## src/rtl/seq_detector_param.sv

```systemverilog
// rtl/seq_detector_param.sv - parametrised serial sequence detector
// Reloadable pattern, selectable overlap, registered pulse, saturating match count.
module seq_detector_param #(
  parameter int                PAT_LEN      = 4,
  parameter logic [PAT_LEN-1:0] PATTERN_INIT = 4'b1011,
  parameter bit                OVERLAP      = 1'b1,
  parameter int                CNT_W        = 8
) (
  input  logic               clk,
  input  logic               rst,
  input  logic               i,
  input  logic               i_valid,
  input  logic               pat_load,
  input  logic [PAT_LEN-1:0] pat_in,
  output logic               out,
  output logic [CNT_W-1:0]   match_count
);

  localparam int FILL_W = $clog2(PAT_LEN + 1);
  localparam logic [FILL_W-1:0] FILL_FULL = FILL_W'(PAT_LEN);
  localparam logic [CNT_W-1:0]  CNT_MAX   = {CNT_W{1'b1}};

  logic [PAT_LEN-1:0] pattern_q, pattern_d;
  logic [PAT_LEN-1:0] hist_q, hist_d;
  logic [FILL_W-1:0]  fill_q, fill_d;
  logic [CNT_W-1:0]   count_q, count_d;
  logic               out_q, out_d;

  logic [PAT_LEN-1:0] hist_shift;
  logic [FILL_W-1:0]  fill_inc;
  logic               hit;

  // State register
  always_ff @(posedge clk) begin
    if (rst) begin
      pattern_q <= PATTERN_INIT;
      hist_q    <= '0;
      fill_q    <= '0;
      count_q   <= '0;
      out_q     <= 1'b0;
    end else begin
      pattern_q <= pattern_d;
      hist_q    <= hist_d;
      fill_q    <= fill_d;
      count_q   <= count_d;
      out_q     <= out_d;
    end
  end

  // Match evaluation looks at the post-shift history and post-increment fill,
  // so the zeroed history after reset/load can never look like a match.
  always_comb begin
    hist_shift = PAT_LEN'({hist_q, i});
    fill_inc   = (fill_q == FILL_FULL) ? FILL_FULL : fill_q + 1'b1;
    hit        = (hist_shift == pattern_q) && (fill_inc == FILL_FULL);
  end

  // Next-state logic
  always_comb begin
    pattern_d = pattern_q;
    hist_d    = hist_q;
    fill_d    = fill_q;
    count_d   = count_q;
    out_d     = 1'b0;
    if (pat_load) begin
      pattern_d = pat_in;
      hist_d    = '0;
      fill_d    = '0;
    end else if (i_valid) begin
      hist_d = hist_shift;
      fill_d = fill_inc;
      out_d  = hit;
      if (hit) begin
        if (!OVERLAP) fill_d = '0;
        if (count_q != CNT_MAX) count_d = count_q + 1'b1;
      end
    end
  end

  // Outputs come straight from registers
  always_comb begin
    out         = out_q;
    match_count = count_q;
  end

endmodule
```

## config.mk

```make
export PLATFORM = sky130hd
export DESIGN_NAME = seq_detector_param
export DESIGN_NICKNAME = d
export VERILOG_FILES = /design/src/rtl/seq_detector_param.sv
export SDC_FILE = /design/constraint.sdc
export NUM_CORES = 1
export LEC_CHECK = 0
export CAP_MARGIN = 15
export CORE_ASPECT_RATIO = 1.75
export CORE_MARGIN = 4
export CORE_UTILIZATION = 25
export CTS_CLUSTER_SIZE = 24
export DETAILED_ROUTE_END_ITERATION = 10
export GPL_TIMING_DRIVEN = 0
export PLACE_DENSITY = 0.42
export SYNTH_ARGS = -nofsm -noshare
export SYNTH_HDL_FRONTEND = slang
export SYNTH_SLANG_ARGS = --single-unit
```

## constraint.sdc

```tcl
create_clock -name clk -period 2.3 [get_ports clk]
set_input_delay 0.46 -clock clk [delete_from_list [all_inputs] [get_ports clk]]
set_output_delay 0.46 -clock clk [all_outputs]
set_load 0.05 [all_outputs]
```

# Yosys cells after proc, flatten, opt, wreduce, memory -nomap -nowiden
# Cells that the tools add are included.
[word_totals]
register_bits = 19
in_bits = 9
[op_classes]
add_sub_neg = 2
n_eq_ne = 4
n_mux = 1
bitwise_logic = 2
n_reduce_logical = 4
[op_table]
columns = ["cell", "count"]
rows = [
  ["$add A8 B1 Y8 const B", 1],
  ["$ne A8 B8 Y1 const B", 1],
  ["$eq A3 B3 Y1 const B", 2],
  ["$eq A4 B4 Y1", 1],
  ["$reduce_and A4 Y1", 1],
  ["$add A3 B1 Y3 const B", 1],
  ["$mux W3", 1],
  ["$reduce_or A3 Y1", 1],
  ["$not A1 Y1", 2],
  ["$reduce_or A2 Y1", 1],
  ["$logic_and A1 B1 Y1", 1],
]

# Logic depth before layout (Yosys ltp)
# Gate-level depths: netlist of run 1.
[logic_depth]
ltp_word = 5
mapped_depth = 8

# Worst setup path after synthesis of run 1
# OpenSTA, ideal clock, no wires.
[synth_path]
path_kind = "reg-to-reg"
from = "register fill_q[0]"
to = "register count_q[2], in the netlist match_count[2]"
setup_ps = 71
t_arrival_ps = 2097
required_ps = 2229
setup_slack_ps = 132
path_stages_with_launch = 9
period_less_slack_ps = 2168
cell_sequence = "dfxtp_1 inv_1 ha_1 or2_1 a2111oi_4 nand4bb_2 buf_4 or3_1 a21oi_1"
[synth_via]
elab_chain_len = 5
elab_cells_between_ends = 6
[synth_lines]
columns = ["element", "line_no", "source"]
rows = [
  ["start: declaration", "25", "logic [FILL_W-1:0] fill_q, fill_d;"],
  ["start signal: assignment", "44", "fill_q <= fill_d;"],
  ["$add A3 B1 Y3 / $eq A3 B3 Y1 (equally long branches)", "54", "fill_inc = (fill_q == FILL_FULL) ? FILL_FULL : fill_q + 1'b1;"],
  ["$mux W3 *", "54", ""],
  ["$eq A3 B3 Y1 *", "55", "hit = (hist_shift == pattern_q) && (fill_inc == FILL_FULL);"],
  ["$logic_and A1 B1 Y1 *", "55", ""],
  ["$reduce_and A4 Y1 (no source line) *", "-", ""],
  ["end signal: assignment", "45", "count_q <= count_d;"],
  ["end: declaration", "26", "logic [CNT_W-1:0] count_q, count_d;"],
]
# Mark *: on every way between the ends. The rest lies on a longest branch, timed or not.
# A chain may end at the register's enable or synchronous reset.

# Final worst setup path of run 1
[layout_path]
from = "register fill_q[1]"
to = "register count_q[5], in the netlist match_count[5]"
# Same word-level chain as after synthesis.

==> summary.md, run 1 <==
| Metric | Value |
|---|---|
| ANT cells | `0` |
| Die Width | `53.6 µm` |
| All-Layer GR Usage | `9.84%` |
| Gr ovfl total | `0` |
| CTS Hold Bufs | `0` |
| Sequential area share after synthesis | `41.8%` |
| Max transition margin | `65.1%` |
| DR iter-0 viols | `5` |
| Die height | `87.8 µm` |
| Nets | `134` |
| Status | `complete, no violations` |
| Synth Instances | `99` |
| Initial antenna violation count | `0` |
| TritonCTS clock tree | `yes` |
| Worst slew pin tran | `523 ps` |
| Max layer used | `met4` |
| Final min period | `2210 ps` |
| Syn Std Cell Area | `910 µm²` |
| Core area | `3430 µm²` |
| Post-layout util | `36.3%` |
| Peak VDD IR | `0.271 mV` |
| Yosys top cell area share | `41.8%` |
| Met2 wire len | `1120 µm` |
| DR pass1 iterations | `4` |
| Skew final | `3.13 ps` |
| Post-Layout Cell Count | `166` |
| Vias in the first global route | `762` |
| Avg Cell Area, Syn | `9.19 µm²` |
| Netlist cell types | `28` |
| Top Ports | `18` |
| Sink Count | `19` |
| Starting Density | `26.5%` |
| Final setup violation count | `0` |
| Worst-skew pair later-pin latency | `250 ps` |
| # DRC | `0` |
| Crit Path Class | `reg -> reg` |
| Largest net degree at the start of global routing | `11` |
| Crit end category | `flip-flop` |
| Metal3 WL | `48 µm` |
| Warnings, synthesis | `0` |
| Max Freq | `0.452 GHz` |
| # port buffers | `15` |
| Post-synth top area cell | `dfxtp_1` |
| Leakage power | `0.436 nW` |
| CTS root buf | `clkbuf_8` |
| Fin. Hold Viols | `0` |
| Hold Crit Class | `reg -> reg` |
| WL final | `2040 µm` |
| Maximum net fanout on the critical path | `5` |
| H-tree level count | `1` |
| Core Rows | `28` |
| ANT nets after route | `0` |
| Synthesized Nets | `111` |
| Area growth syn-to-layout | `37.0%` |
| First-pass GRT wire length | `3450 µm` |
| Vias | `748` |
| Final period util | `96.2%` |
| Pwr Total | `0.628 mW` |
| Worst-path clk slew | `70 ps` |
| Finished Cell Area | `1250 µm²` |
| Synth top area cells | `dfxtp_1, mux2i_1, xor2_1, a21oi_1, ha_1` |
| Ratio of cells with drive above 1 in the final layout | `19.0%` |
| Die area | `4710 µm²` |
| Placer Congestion | `0.746` |
| Synth Register Bits | `19` |
| WP data required | `2480 ps` |
| Count of pins over their slew limit | `0` |
| Type of origin of the critical path | `flip-flop` |
| Max clock buf depth | `2` |
| WP data arrival | `2400 ps` |
| Met1 wire length | `843 µm` |
| CTS buffer count | `3` |
| Wire per inst | `12.3 µm` |
| Pwr/cell area | `504 nW/µm²` |
| Maxcap violations | `0` |
| Hold_ws | `489 ps` |
| DP Wirelength | `1510 µm` |
| Placed Area | `1120 µm²` |
| Post-Place Cells | `159` |
| Worst Hold Path Cells | `2` |
| Worst Reg2Reg Path Length in Cells | `7` |
| Via density | `4.51` |
-- worst max-delay path, cell delays in order, from the launching register on --
cell and delay (ps):
dfxtp_2 350, inv_2 50, ha_4 240, or2_4 250
a2111oi_4 420, nand4bb_4 190, or4_4 540, a21oi_2 110
-- through the flow --
| step | worst slack (ps) | setup TNS [ps] |
|---|---|---|
| floorplan | 132 | 0 |
| global placement | -121 | -419 |
| detailed placement | -137 | -556 |
| CTS | 18.7 | 0 |
| global route | -2.74 | -2.74 |
| finish | 86.6 | 0 |
-- where the power goes --
part	switching (mW)	internal (mW)
combinational	0.0280	0.0324
sequential	0.00520	0.335
clock	0.104	0.123
total	0.138	0.490
-- routing by layer --
| metal | vias up | GRT usage [%] |
|---|---|---|
| met2 | 11 | 17.2 |
| met5 | - | 0 |
| li1 | 391 | - |
| met4 | 0 | 4.88 |
| met3 | 2 | 1.87 |
| met1 | 344 | 10.9 |
-- what timing repair did --
action                     CTS  global route
setup endpoints to repair    4             6
resized for setup            3            13
setup buffers                0             3
pin swaps                    1             7
-- final timing paths --
| path | slack [ps] | startpoint | to |
|---|---|---|---|
| hold reg to reg | 490 | fill_q[1] | fill_q[1] |
| setup / recovery | 90 | fill_q[1] | match_count[5] |
| setup reg to reg | 90 | fill_q[1] | match_count[5] |
| hold / removal | 490 | fill_q[1] | fill_q[1] |
-- Yosys cell counts, drive strengths merged --
master,instances
dfxtp,19
a21oi,8
nor2,8
nand3,6
mux2i,5
nor2b,5
o21ai,5
xor2,5
inv,4
nand2,4
a211o,3
clkbuf,3
ha,3
or3,3
or4,3
buf,2
nand2b,2
o31ai,2
or2,2
a2111oi,1
a211oi,1
a311oi,1
and3,1
nand3b,1
nand4,1
nand4bb,1
-- final cells by class --
type                            count  area (µm²)
Sequential cell                    19         385
Multi-Input combinational cell     71         542
Clock buffer                        4        45.0
Inverter                            4        17.5
Buffer                              5        27.5
Tap cell                           45        56.3
Fill cell                         383        2190
Timing Repair Buffer               18         173
-- flip-flops by register name (all words and copies together) (netlist names) --
register	count
match_count	8
pattern_q	4
fill_q	3
hist_q	3
out	1
-- cell families after synthesis --
group | synth area share [%]
DFF | 41.8
adders and majority gates | 4.13
xor gates and xnor gates | 4.81
and+or+nand+nor | 23.0
buffers and inverters | 4.26
muxes | 5.50
AOI/OAI and AO/OA | 16.5
-- cell usage in the layout, fill, tap and decap left out, drive strengths merged --
master	netlist	routed
nor2	8	8
ha	3	3
o31ai	2	2
nand4bb	1	1
xor2	5	5
a2111oi	1	1
nand2	4	4
a21oi	8	8
or3	3	3
a211o	3	3
nor2b	5	5
dfxtp	19	19
or4	3	3
clkbuf	3	7
mux2i	5	5
nand2b	2	2
nand3b	1	1
and3	1	1
o21ai	5	5
clkdlybuf4s50	0	15
a211oi	1	1
buf	2	5
nand3	6	6
or2	2	2
a311oi	1	1
inv	4	4
nand4	1	1
No activity file was read; power rests on OpenSTA's default activity.
==> run 2, diff against run 1 <==
Settings changed: CORE_ASPECT_RATIO 1.75 to 2, HOLD_SLACK_MARGIN from default to 0.08.
==> run 2 against run 1 <==
Total power rose by 1.3%. Non-clock buffer count grew 2. Combinational power hardly changed. Critical endpoint unchanged. Via count is 4.9% higher. Hold slack improved by 3.8 ps. Routed wire length rose by 1.9%. Flip-flop and latch count unchanged. First-iteration DRC count shrank 40%.
==> summary.md, run 2 (same netlist as run 1, synthesis figures left out) <==
| Metric | Value |
|---|---|
| Starting Density | `26.3%` |
| Pwr Total | `0.636 mW` |
| Layout filler cell count | `392` |
| Sink Count | `19` |
| Slowest CP cell | `or4_4` |
| CTS buffer count | `3` |
| Commonest non-fill, non-tap cell in the layout | `dfxtp_1` |
| Max layer used | `met4` |
| Setup TNS | `0 ps` |
| Type of origin of the critical path | `flip-flop` |
| Final setup violation count | `0` |
| Setup WS post-layout | `49.5 ps` |
| Crit end category | `flip-flop` |
| Maxcap violations | `0` |
| DP Worst Slack | `-138 ps` |
| Met2 wire len | `1170 µm` |
| FF-to-FF setup slack | `50 ps` |
| Metal3 WL | `59 µm` |
| Worst-skew pair later-pin latency | `260 ps` |
| Initial antenna violation count | `0` |
| Vias in the first global route | `805` |
| Nets | `136` |
| Worst slew pin tran | `527 ps` |
| ANT nets after route | `0` |
| CTS root buf | `clkbuf_8` |
| Max transition margin | `64.9%` |
| Top Ports | `18` |
| Final period util | `97.8%` |
| TritonCTS clock tree | `yes` |
| Sequential cell area | `383 µm²` |
| Multi-input gate area | `544 µm²` |
| Commonest cells after routing, fill and taps aside | `dfxtp_1, clkdlybuf4s50_1, nor2_1` |
| RSZ-0062 raised after global routing | `true` |
| Status | `complete, no violations` |
| Core area | `3450 µm²` |
| Placed Area | `1120 µm²` |
| Largest register FFs | `8` |
| Max stage delay on crit path | `540 ps` |
| Cells along the critical path | `inv_2, ha_4, or2_4, a2111oi_4, nand4bb_4, or4_4, a21oi_2` |
| Leakage power | `0.441 nW` |
| # port buffers | `15` |
| Die height | `93.3 µm` |
| Hold_ws | `493 ps` |
| Wire per inst | `12.2 µm` |
| Reg-to-Reg Start | `fill_q[1]` |
| CTS Hold Bufs | `0` |
| Max Freq | `0.444 GHz` |
| H-tree level count | `1` |
| # DRC | `0` |
| Core Rows | `30` |
| Worst Hold Path Cells | `2` |
| Met1 wire length | `819 µm` |
| RR Endpoint | `match_count[5]` |
| Fin. Hold Viols | `0` |
| Hold EP | `fill_q[0]` |
| WP data arrival | `2440 ps` |
| Worst Reg2Reg Path Length in Cells | `7` |
| DR iter-0 viols | `3` |
| Final min period | `2250 ps` |
| Count of pins over their slew limit | `0` |
| Die Width | `50.7 µm` |
| Pwr/cell area | `504 nW/µm²` |
| Skew final | `6.36 ps` |
| Placer Congestion | `0.739` |
| Maximum net fanout on the critical path | `5` |
| WL final | `2080 µm` |
| Crit Path Class | `reg -> reg` |
| Hold Path Origin | `fill_q[0]` |
| First-pass GRT wire length | `3330 µm` |
| Gr ovfl total | `0` |
| Max clock buf depth | `2` |
| DP Wirelength | `1530 µm` |
| Worst-path clk slew | `80 ps` |
| Peak VDD IR | `0.217 mV` |
| Vias | `785` |
| WP data required | `2490 ps` |
| Finished Cell Area | `1260 µm²` |
| ANT cells | `0` |
| Largest net degree at the start of global routing | `11` |
| All-Layer GR Usage | `9.09%` |
| Die area | `4730 µm²` |
| Ratio of cells with drive above 1 in the final layout | `19.5%` |
| DR pass1 iterations | `2` |
| Via density | `4.59` |
| Area growth syn-to-layout | `38.8%` |
| Hold Crit Class | `reg -> reg` |
[run 2: where the power goes]
part / switching [mW] / internal, mW / total [mW]
Sequential: 0.00474 / 0.336 / 0.340
Combinational: 0.0276 / 0.0325 / 0.0602
Clock: 0.112 / 0.123 / 0.235
[run 2: repair_timing]
action	in CTS	in global routing
resized for setup	1	13
setup buffers	1	4
pin swaps	1	9
endpoints found under the setup margin	4	6
[run 2: final cells by class]
| class | count | area share [%] |
|---|---|---|
| buffer | 5 | 2.18 |
| clock buffer | 4 | 3.57 |
| multi-input combinational | 71 | 43.1 |
| tap | 48 | 4.76 |
| timing repair buffer | 20 | 14.9 |
| sequential | 19 | 30.3 |
| inverter | 4 | 1.19 |
[run 2: how the worst max path moves through the flow]
stage,endpoint,from,depth (start not counted)
5_1_grt,match_count[5],fill_q[1],7
6_report,match_count[5],fill_q[1],7
3_3_place_gp,match_count[6],i,7
2_1_floorplan,match_count[2],fill_q[0],8
3_5_place_dp,match_count[5],i,6
4_1_cts,match_count[6],fill_q[0],8
[run 2: metrics by stage]
stage	utilization (%)	std cells
3_3_place_gp	32.4	162
6_report	36.6	171
5_1_grt	36.6	171
2_1_floorplan	-	99
4_1_cts	34.0	167
3_5_place_dp	32.4	162
[run 2: worst max-delay path, delay by kind of cell (launching register included)]
kind / cells / cell delay [ps]
compound gates: 2 / 550
flops: 1 / 360
buf+inv: 1 / 50
fa+ha+maj: 1 / 230
simple gates: 3 / 970
[run 2: routing by layer]
| layer | vias to the layer above | GRT usage [%] |
|---|---|---|
| li1 | 396 | - |
| met3 | 4 | 1.59 |
| met2 | 12 | 17.0 |
| met1 | 373 | 9.15 |
| met5 | - | 0 |
| met4 | 0 | 4.72 |
==> run 3, diff against run 2 <==
Settings changed: CORE_UTILIZATION 25 to 35, PLACE_DENSITY 0.42 to 0.56, SKIP_LAST_GASP from default to 1.
==> run 3 against run 2 <==
Worst setup slack gained 17 ps. Cell area shrank 4.9%. Utilization grew 13 points. Sequential share of layout area grew 1.5 points. Routed wire length shrank 7.0%. Clock power shrank 4%. Sequential power is essentially flat. Register-to-register slack gained 20 ps. Critical path type unchanged. Largest cell class unchanged.
==> summary.md, run 3 (same netlist as run 1, synthesis figures left out) <==
| Metric | Value |
|---|---|
| Status | `complete, no violations` |
| Worst-path clk slew | `70 ps` |
| Slowest CP cell | `or4_1` |
| Crit Path Class | `reg -> reg` |
| CP delay by family, top | `simple AND/OR/NAND/NOR gates` |
| Peak VDD IR | `0.290 mV` |
| Final min period | `2230 ps` |
| Skew final | `2.65 ps` |
| CTS buffer count | `3` |
| Commonest cells after routing, fill and taps aside | `dfxtp_1, clkdlybuf4s50_1, nor2_1` |
| Maximum net fanout on the critical path | `5` |
| Worst slew pin tran | `500 ps` |
| Post-layout util | `49.2%` |
| Nets | `134` |
| Vias | `760` |
| Final setup violation count | `0` |
| Wire per inst | `13.1 µm` |
| Max stage delay on crit path | `510 ps` |
| Cells along the critical path | `inv_2, ha_4, or2_4, a2111oi_4, nand4bb_4, or4_1, a21oi_1` |
| WP data required | `2480 ps` |
| Leakage power | `0.431 nW` |
| Die height | `80.1 µm` |
| Starting Density | `37.3%` |
| First-pass GRT wire length | `3340 µm` |
| Via density | `5.14` |
| All-Layer GR Usage | `12.4%` |
| DR iter-0 viols | `18` |
| Vias in the first global route | `786` |
| Post-Layout Cell Count | `148` |
| Type of origin of the critical path | `flip-flop` |
| Pwr/cell area | `518 nW/µm²` |
| WL final | `1940 µm` |
| Die Width | `44.1 µm` |
| Sink Count | `19` |
| Post-Place Cells | `141` |
| Largest register FFs | `8` |
| Max clock buf depth | `2` |
| Maxcap violations | `0` |
| Count of pins over their slew limit | `0` |
| Placer Congestion | `0.764` |
| Crit end category | `flip-flop` |
| WP data arrival | `2410 ps` |
| Final period util | `97.1%` |
| Area growth syn-to-layout | `32.0%` |
| H-tree level count | `1` |
| Max transition margin | `66.6%` |
| Largest net degree at the start of global routing | `11` |
| # port buffers | `15` |
| Pwr Total | `0.622 mW` |
| Commonest non-fill, non-tap cell in the layout | `dfxtp_1` |
| ANT cells | `0` |
| Gr ovfl total | `0` |
| Worst-skew pair later-pin latency | `250 ps` |
| Max Freq | `0.448 GHz` |
| Core area | `2440 µm²` |
| Ratio of cells with drive above 1 in the final layout | `14.9%` |
| CTS root buf | `clkbuf_8` |
| DP Wirelength | `1490 µm` |
| Fin. Hold Viols | `0` |
| CP bufs+invs | `1` |
| ANT nets after route | `0` |
| Top Ports | `18` |
| Die area | `3530 µm²` |
| TritonCTS clock tree | `yes` |
| Hold Crit Class | `reg -> reg` |
| Core Rows | `25` |
| DR pass1 iterations | `4` |
| Initial antenna violation count | `0` |
| # DRC | `0` |
run 3: layout make-up:
cell class              instances  area [µm²]
plain buffers                   5        27.5
inverters                       4        15.0
clock buffers                   4        45.0
fillers                       248        1240
multi-input cells              71         524
repair buffers                 18         173
well taps                      27        33.8
flip-flops and latches         19         383
run 3: path summary, 6_finish.rpt:
check	startpoint	end	slack, ps	cells past startpoint
max	fill_q[0]	match_count[7]	70	7
min	fill_q[1]	fill_q[1]	490	2
max reg2reg	fill_q[0]	match_count[7]	70	7
min reg2reg	fill_q[1]	fill_q[1]	490	2
run 3: tightest hold or removal path: cells and delay by family (launching register included):
family | cells | cell delay, ps
compound gates | 1 | 50
simple gates | 1 | 60
flops | 1 | 330
run 3: what timing repair did:
action                     in CTS  in global routing
pin swaps                       2                  2
buffers inserted                1                  2
gates resized for setup         2                  7
hold buffers                    0                  0
cloned                          0                  0
setup endpoints to repair       5                  5
run 3: per-stage QoR:
| stage | setup TNS (ps) | instance area (µm²) | hold WS [ps] | setup slack, ps |
|---|---|---|---|---|
| after detailed placement | -546 | 1090 | 491 | -147 |
| after floorplan | 0 | 910 | 462 | 132 |
| after global placement | -379 | 1090 | 483 | -102 |
| after global routing | -20.7 | 1200 | 526 | -14.7 |
| final | 0 | 1200 | 485 | 66.6 |
| after CTS | 0 | 1150 | 499 | 2.54 |
run 3: power by group:
group | internal, mW | total (mW) | switching, mW
Combinational | 0.0306 | 0.0567 | 0.0262
Sequential | 0.336 | 0.340 | 0.00451
Clock | 0.123 | 0.225 | 0.102
run 3: per-layer routing:
| metal | track usage (%) | part of all wire (%) |
|---|---|---|
| met1 | 13.1 | 40 |
| met3 | 2.24 | 2.3 |
| met4 | 5.44 | 1.2 |
| met5 | 0 | 0 |
| met2 | 22.7 | 56 |
